### src/rtl/mux8_rr_scheduler.sv
// Round-robin scheduler for an 8:1 mux. Holds each grant for at most MAX_HOLD
// cycles, hands off to the next requester without idle cycles, and pulses done.
module mux8_rr_scheduler #(
    parameter int MAX_HOLD = 4
) (
    input  logic       clk,
    input  logic       reset,
    input  logic [7:0] req,
    input  logic [7:0] data_in,
    output logic       s0,
    output logic       s1,
    output logic       s2,
    output logic [7:0] grant,
    output logic       busy,
    output logic       data_out,
    output logic       done
);

    typedef enum logic [0:0] {
        IDLE  = 1'b0,
        GRANT = 1'b1
    } state_t;

    localparam logic [3:0] HOLD_LAST = 4'(MAX_HOLD - 1);

    state_t      state_r;
    state_t      state_s;
    logic [2:0]  ptr_r;
    logic [2:0]  ptr_s;
    logic [2:0]  idx_r;
    logic [2:0]  idx_s;
    logic [3:0]  hold_cnt_r;
    logic [3:0]  hold_cnt_s;
    logic        release_s;
    logic        done_s;
    logic        done_r;
    logic [7:0]  grant_s;
    logic [7:0]  grant_r;
    logic        busy_s;
    logic        busy_r;
    logic [2:0]  sel_s;
    logic [2:0]  sel_r;
    logic        data_out_s;

    // First set request bit at or above start, wrapping 7 -> 0.
    function automatic logic [2:0] rr_pick(input logic [7:0] req_v, input logic [2:0] start);
        logic [2:0] cand;
        logic [2:0] pick;
        logic       found;
        pick  = start;
        found = 1'b0;
        for (int i = 0; i < 8; i++) begin
            cand = start + 3'(i);
            if (!found && req_v[cand]) begin
                pick  = cand;
                found = 1'b1;
            end else begin
                pick  = pick;
            end
        end
        return pick;
    endfunction

    // State register and arbitration bookkeeping.
    always_ff @(posedge clk) begin
        if (reset) begin
            state_r    <= IDLE;
            ptr_r      <= 3'd0;
            idx_r      <= 3'd0;
            hold_cnt_r <= 4'd0;
        end else begin
            state_r    <= state_s;
            ptr_r      <= ptr_s;
            idx_r      <= idx_s;
            hold_cnt_r <= hold_cnt_s;
        end
    end

    // Next-state logic: arbitration, hold counting and release handling.
    always_comb begin
        state_s    = state_r;
        ptr_s      = ptr_r;
        idx_s      = idx_r;
        hold_cnt_s = hold_cnt_r;
        release_s  = 1'b0;
        done_s     = 1'b0;
        case (state_r)
            IDLE: begin
                if (req != 8'h00) begin
                    state_s    = GRANT;
                    idx_s      = rr_pick(req, ptr_r);
                    hold_cnt_s = 4'd0;
                end else begin
                    state_s    = IDLE;
                end
            end
            GRANT: begin
                release_s = (req[idx_r] == 1'b0) || (hold_cnt_r == HOLD_LAST);
                if (release_s) begin
                    done_s     = 1'b1;
                    ptr_s      = idx_r + 3'd1;
                    hold_cnt_s = 4'd0;
                    // Re-arbitrate in the same edge; a lone holder wins again via wrap-around.
                    if (req != 8'h00) begin
                        state_s = GRANT;
                        idx_s   = rr_pick(req, idx_r + 3'd1);
                    end else begin
                        state_s = IDLE;
                    end
                end else begin
                    hold_cnt_s = hold_cnt_r + 4'd1;
                end
            end
            default: begin
                state_s = IDLE;
            end
        endcase
    end

    // Output decode from the upcoming state; select holds its last value while idle.
    always_comb begin
        grant_s = 8'h00;
        busy_s  = 1'b0;
        sel_s   = sel_r;
        if (state_s == GRANT) begin
            grant_s = 8'h01 << idx_s;
            busy_s  = 1'b1;
            sel_s   = idx_s;
        end else begin
            grant_s = 8'h00;
            busy_s  = 1'b0;
            sel_s   = sel_r;
        end
    end

    // Output registers; reset drops done so an interrupted grant never signals completion.
    always_ff @(posedge clk) begin
        if (reset) begin
            grant_r <= 8'h00;
            busy_r  <= 1'b0;
            sel_r   <= 3'd0;
            done_r  <= 1'b0;
        end else begin
            grant_r <= grant_s;
            busy_r  <= busy_s;
            sel_r   <= sel_s;
            done_r  <= done_s;
        end
    end

    // Mux datapath: live data while busy, forced low while idle.
    always_comb begin
        data_out_s = 1'b0;
        if (busy_r) begin
            data_out_s = data_in[sel_r];
        end else begin
            data_out_s = 1'b0;
        end
    end

    assign grant    = grant_r;
    assign busy     = busy_r;
    assign done     = done_r;
    assign s0       = sel_r[0];
    assign s1       = sel_r[1];
    assign s2       = sel_r[2];
    assign data_out = data_out_s;

endmodule
### config.mk
export PLATFORM = sky130hd
export DESIGN_NAME = mux8_rr_scheduler
export DESIGN_NICKNAME = d
export VERILOG_FILES = /design/src/rtl/mux8_rr_scheduler.sv
export SDC_FILE = /design/constraint.sdc
export NUM_CORES = 1
export LEC_CHECK = 0
export ABC_AREA = 1
export BUFFER_PORTS_ARGS = -buffer_cell sky130_fd_sc_hd__buf_2
export CORE_UTILIZATION = 40
export DETAILED_ROUTE_END_ITERATION = 8
export HOLD_SLACK_MARGIN = 0.02
export PLACE_DENSITY_LB_ADDON = 0.05
export SETUP_SLACK_MARGIN = 0.4
export SLEW_MARGIN = 20
export SYNTH_ARGS = -nofsm -noshare
export SYNTH_HDL_FRONTEND = slang
export SYNTH_SLANG_ARGS = --single-unit
### constraint.sdc
create_clock -name clk -period 3.1 [get_ports clk]
set_input_delay 0.155 -clock clk [delete_from_list [all_inputs] [get_ports clk]]
set_output_delay 0.155 -clock clk [all_outputs]
set_load 0.01 [all_outputs]
==> metrics.cfg <==
[clock_network]
postCtsHoldBufs = 0
htree_levels = 1
clock-sinks = 23
tritoncts = yes
numCtsBuffers = 3
insertion_delay_ps = 270
path_clk_slew_ps = 90
ctsLongestPathBuffers = 2
root_buffer = clkbuf_8

[timing]
setup_tns_ps = 0
hold_viol_final = 0
setup_viol = 0
period_minus_slack_ps = 2510
finalCritPeriodShare = 0.811
worst_slew_pin_slew_ps = 475
clock.fmax_mhz = 398
rsz0062_at_grt = false
finClkSkew_ps = 8.91
slew-limit-headroom = 0.680
report.final.slew_viol_count = 0

[synth]
synth_enable_flop_cells = 0
synthFlopType = dfxtp_1
async_reset_ff_frac = 0
synthCells = 452
yosysSeqAreaShare = 0.180
yosys_warnings = 0
ys_types = 38
synth_area_um2 = 2550
yosys_register_bits = 23
synth.avg_cell_area_um2 = 5.64
syn-num-nets = 475

[die]
start_util = 0.423
pin_count = 32
die_h_um = 81.9
num_rows = 28
die_area_um2 = 6700
die_width_um = 81.9
core_area_um2 = 6030

[grt]
grt_pass1_vias = 2514
overflow = 0
grt_use_total = 0.229
grt_start_max_net_pins = 19
antenna_found_initial = 0
grt_pass1_wl_um = 11800

[critical_path]
cp.arrival_ps = 2680
critPathLaunchType = flip-flop
critPathCaptureType = flip-flop
cp_slowest_cell = dfxtp_4
cpMostUsedCell = nand2_1
worst_ep_required_time_ps = 3270
cp_max_fo = 11
crit_chain = buf_6 > ha_2 > xor2_2 > nand2_1 > nand2_2 > nand2_1 > inv_2 > nand4_1 > nor2_2 > nand3b_1 > inv_2 > a21oi_1 > a21oi_2 > nand2_2 > nand2_1 > nor2_1
slowest_delay_ps = 380
critical_path_class = flip-flop to flip-flop

[pwr]
power.density_nw_per_um2 = 1080
total_power_mw = 3.39
vdd_drop_max_mv = 0.505
leakage_nw = 1.61

[place]
port_buffers = 31
dp.cells = 555
dp_hpwl_um = 5600
post_dp_cell_area_um2 = 2760
place_congestion = 0.861

[route]
maxUsedRoutingLayer = met4
route.detailed.drc = 0
dr_wl_met2_um = 3500
routedWlPerCell_um = 12.6
first_pass_iters = 4
ant_nets = 0
wl_met3_um = 208
wl_um = 7290
wirelength_met1_um = 3490
via_per_inst = 4.96
initialDrtViolationCount = 196
vias = 2858

[layout]
fin_area_um2 = 3140
drive_gt1_frac = 0.285
fin_util = 0.522
area_growth_syn_to_layout_pct = 23.2
fin_cells = 576
layout.nets = 525
diodes = 0

[outcome]
outcome = finished, final reports clean

[flow_run]
cap_violations = 0

[worst_hold_path]
hold_path_class = input pin to flip-flop

## cell usage in the layout, fill, tap and decap left out, types with 2 or more instances in the layout
| cell | instances |
|---|---|
| nand2_1 | 155 |
| nand3_1 | 52 |
| nor2_1 | 43 |
| nand2_2 | 35 |
| inv_1 | 34 |
| buf_2 | 31 |
| buf_4 | 19 |
| dfxtp_1 | 18 |
| o21ai_0 | 14 |
| a21oi_1 | 13 |
| nand3_2 | 9 |
| inv_2 | 5 |
| nand2_4 | 5 |
| nand4_1 | 4 |
| nor2_2 | 4 |
| nor3_1 | 4 |
| dfxtp_4 | 4 |
| buf_6 | 4 |
| inv_6 | 3 |
| xnor2_1 | 3 |
| xor2_1 | 3 |
| nand3b_1 | 3 |
| ha_4 | 3 |
| clkbuf_8 | 3 |
| inv_4 | 2 |
| o22ai_1 | 2 |
| a31oi_1 | 2 |
| o21a_1 | 2 |
| nor2_4 | 2 |
| nor4_1 | 2 |
| o21ai_2 | 2 |
| o21ai_1 | 2 |
## cells by family (layout without fill, tap and decap cells)
logic type,Yosys count,after routing,share of synthesized area
compound gates,40,40,0.0937
simple gates,323,323,0.573
fa+ha+maj,5,5,0.0245
xor+xnor,7,7,0.0240
buf+inv,54,103,0.104
flops,23,23,0.180
## worst paths after layout
path	from	to	slack (ps)	cells past startpoint
hold / removal	reset	hold_cnt_r[3]$_SDFFE_PP0P_	160	2
setup / recovery	ptr_r[0]$_SDFFE_PP0P_	grant[2]$_SDFF_PP0_	590	16
hold reg to reg	hold_cnt_r[3]$_SDFFE_PP0P_	hold_cnt_r[3]$_SDFFE_PP0P_	510	2
setup reg to reg	ptr_r[0]$_SDFFE_PP0P_	grant[2]$_SDFF_PP0_	590	16
## power by group
group	internal [mW]	switching (mW)	total [mW]
clock	0.0900	0.104	0.194
sequential	0.381	0.0730	0.454
combinational	1.02	1.73	2.75
total	1.49	1.91	3.39
## synth_stat cells, drive strengths merged (3+ instances only)
cell / n / area share
a21oi: 14 / 0.029
buf: 9 / 0.036
nand4: 5 / 0.015
ha: 5 / 0.025
o21ai: 18 / 0.038
xor2: 4 / 0.014
nor2: 49 / 0.076
nand3: 62 / 0.13
xnor2: 3 / 0.010
inv: 43 / 0.065
dfxtp: 23 / 0.18
nand2: 196 / 0.32
nor3: 5 / 0.014
nand3b: 3 / 0.0088
## routing by layer
layer / track usage / up-vias
li1: - / 1543
met1: 0.304 / 1256
met2: 0.390 / 52
met3: 0.0311 / 7
met4: 0.0456 / 0
met5: 0 / -
## critical path: cells and delay by family (launching register included)
family | cells | cell delay (ps)
xor+xnor | 1 | 200
compound gates | 2 | 290
simple gates | 9 | 1000
flops | 1 | 380
fa+ha+maj | 1 | 220
buf+inv | 3 | 310
## state kept, by name, summed over array words and instances (netlist names)
name	cells
done	1
grant	8
hold_cnt_r	4
idx_r	3
ptr_r	3
sel_r	3
state_r	1
## repair_timing
action,4_1_cts,5_1_grt
pin swaps,2,21
gates resized for setup,9,56
setup buffers,2,15
setup endpoints to repair,13,14
gates cloned,0,0
## cell type report
cell class	instances	area, um^2
Clock inverter	1	5.00
Fill cell	642	2880
Multi-Input combinational cell	375	1980
Inverter	44	185
Clock buffer	3	41.3
Sequential cell	23	477
Timing Repair Buffer	55	363
Tap cell	75	93.8
## through the flow
stage                     hold WS (ps)  setup slack, ps
after floorplan                    459              401
after global placement             454              278
after detailed placement           456              245
after CTS                          163              402
after global routing               174              356
final                              164              586
Note: power is estimated with default switching activity, not from simulation.
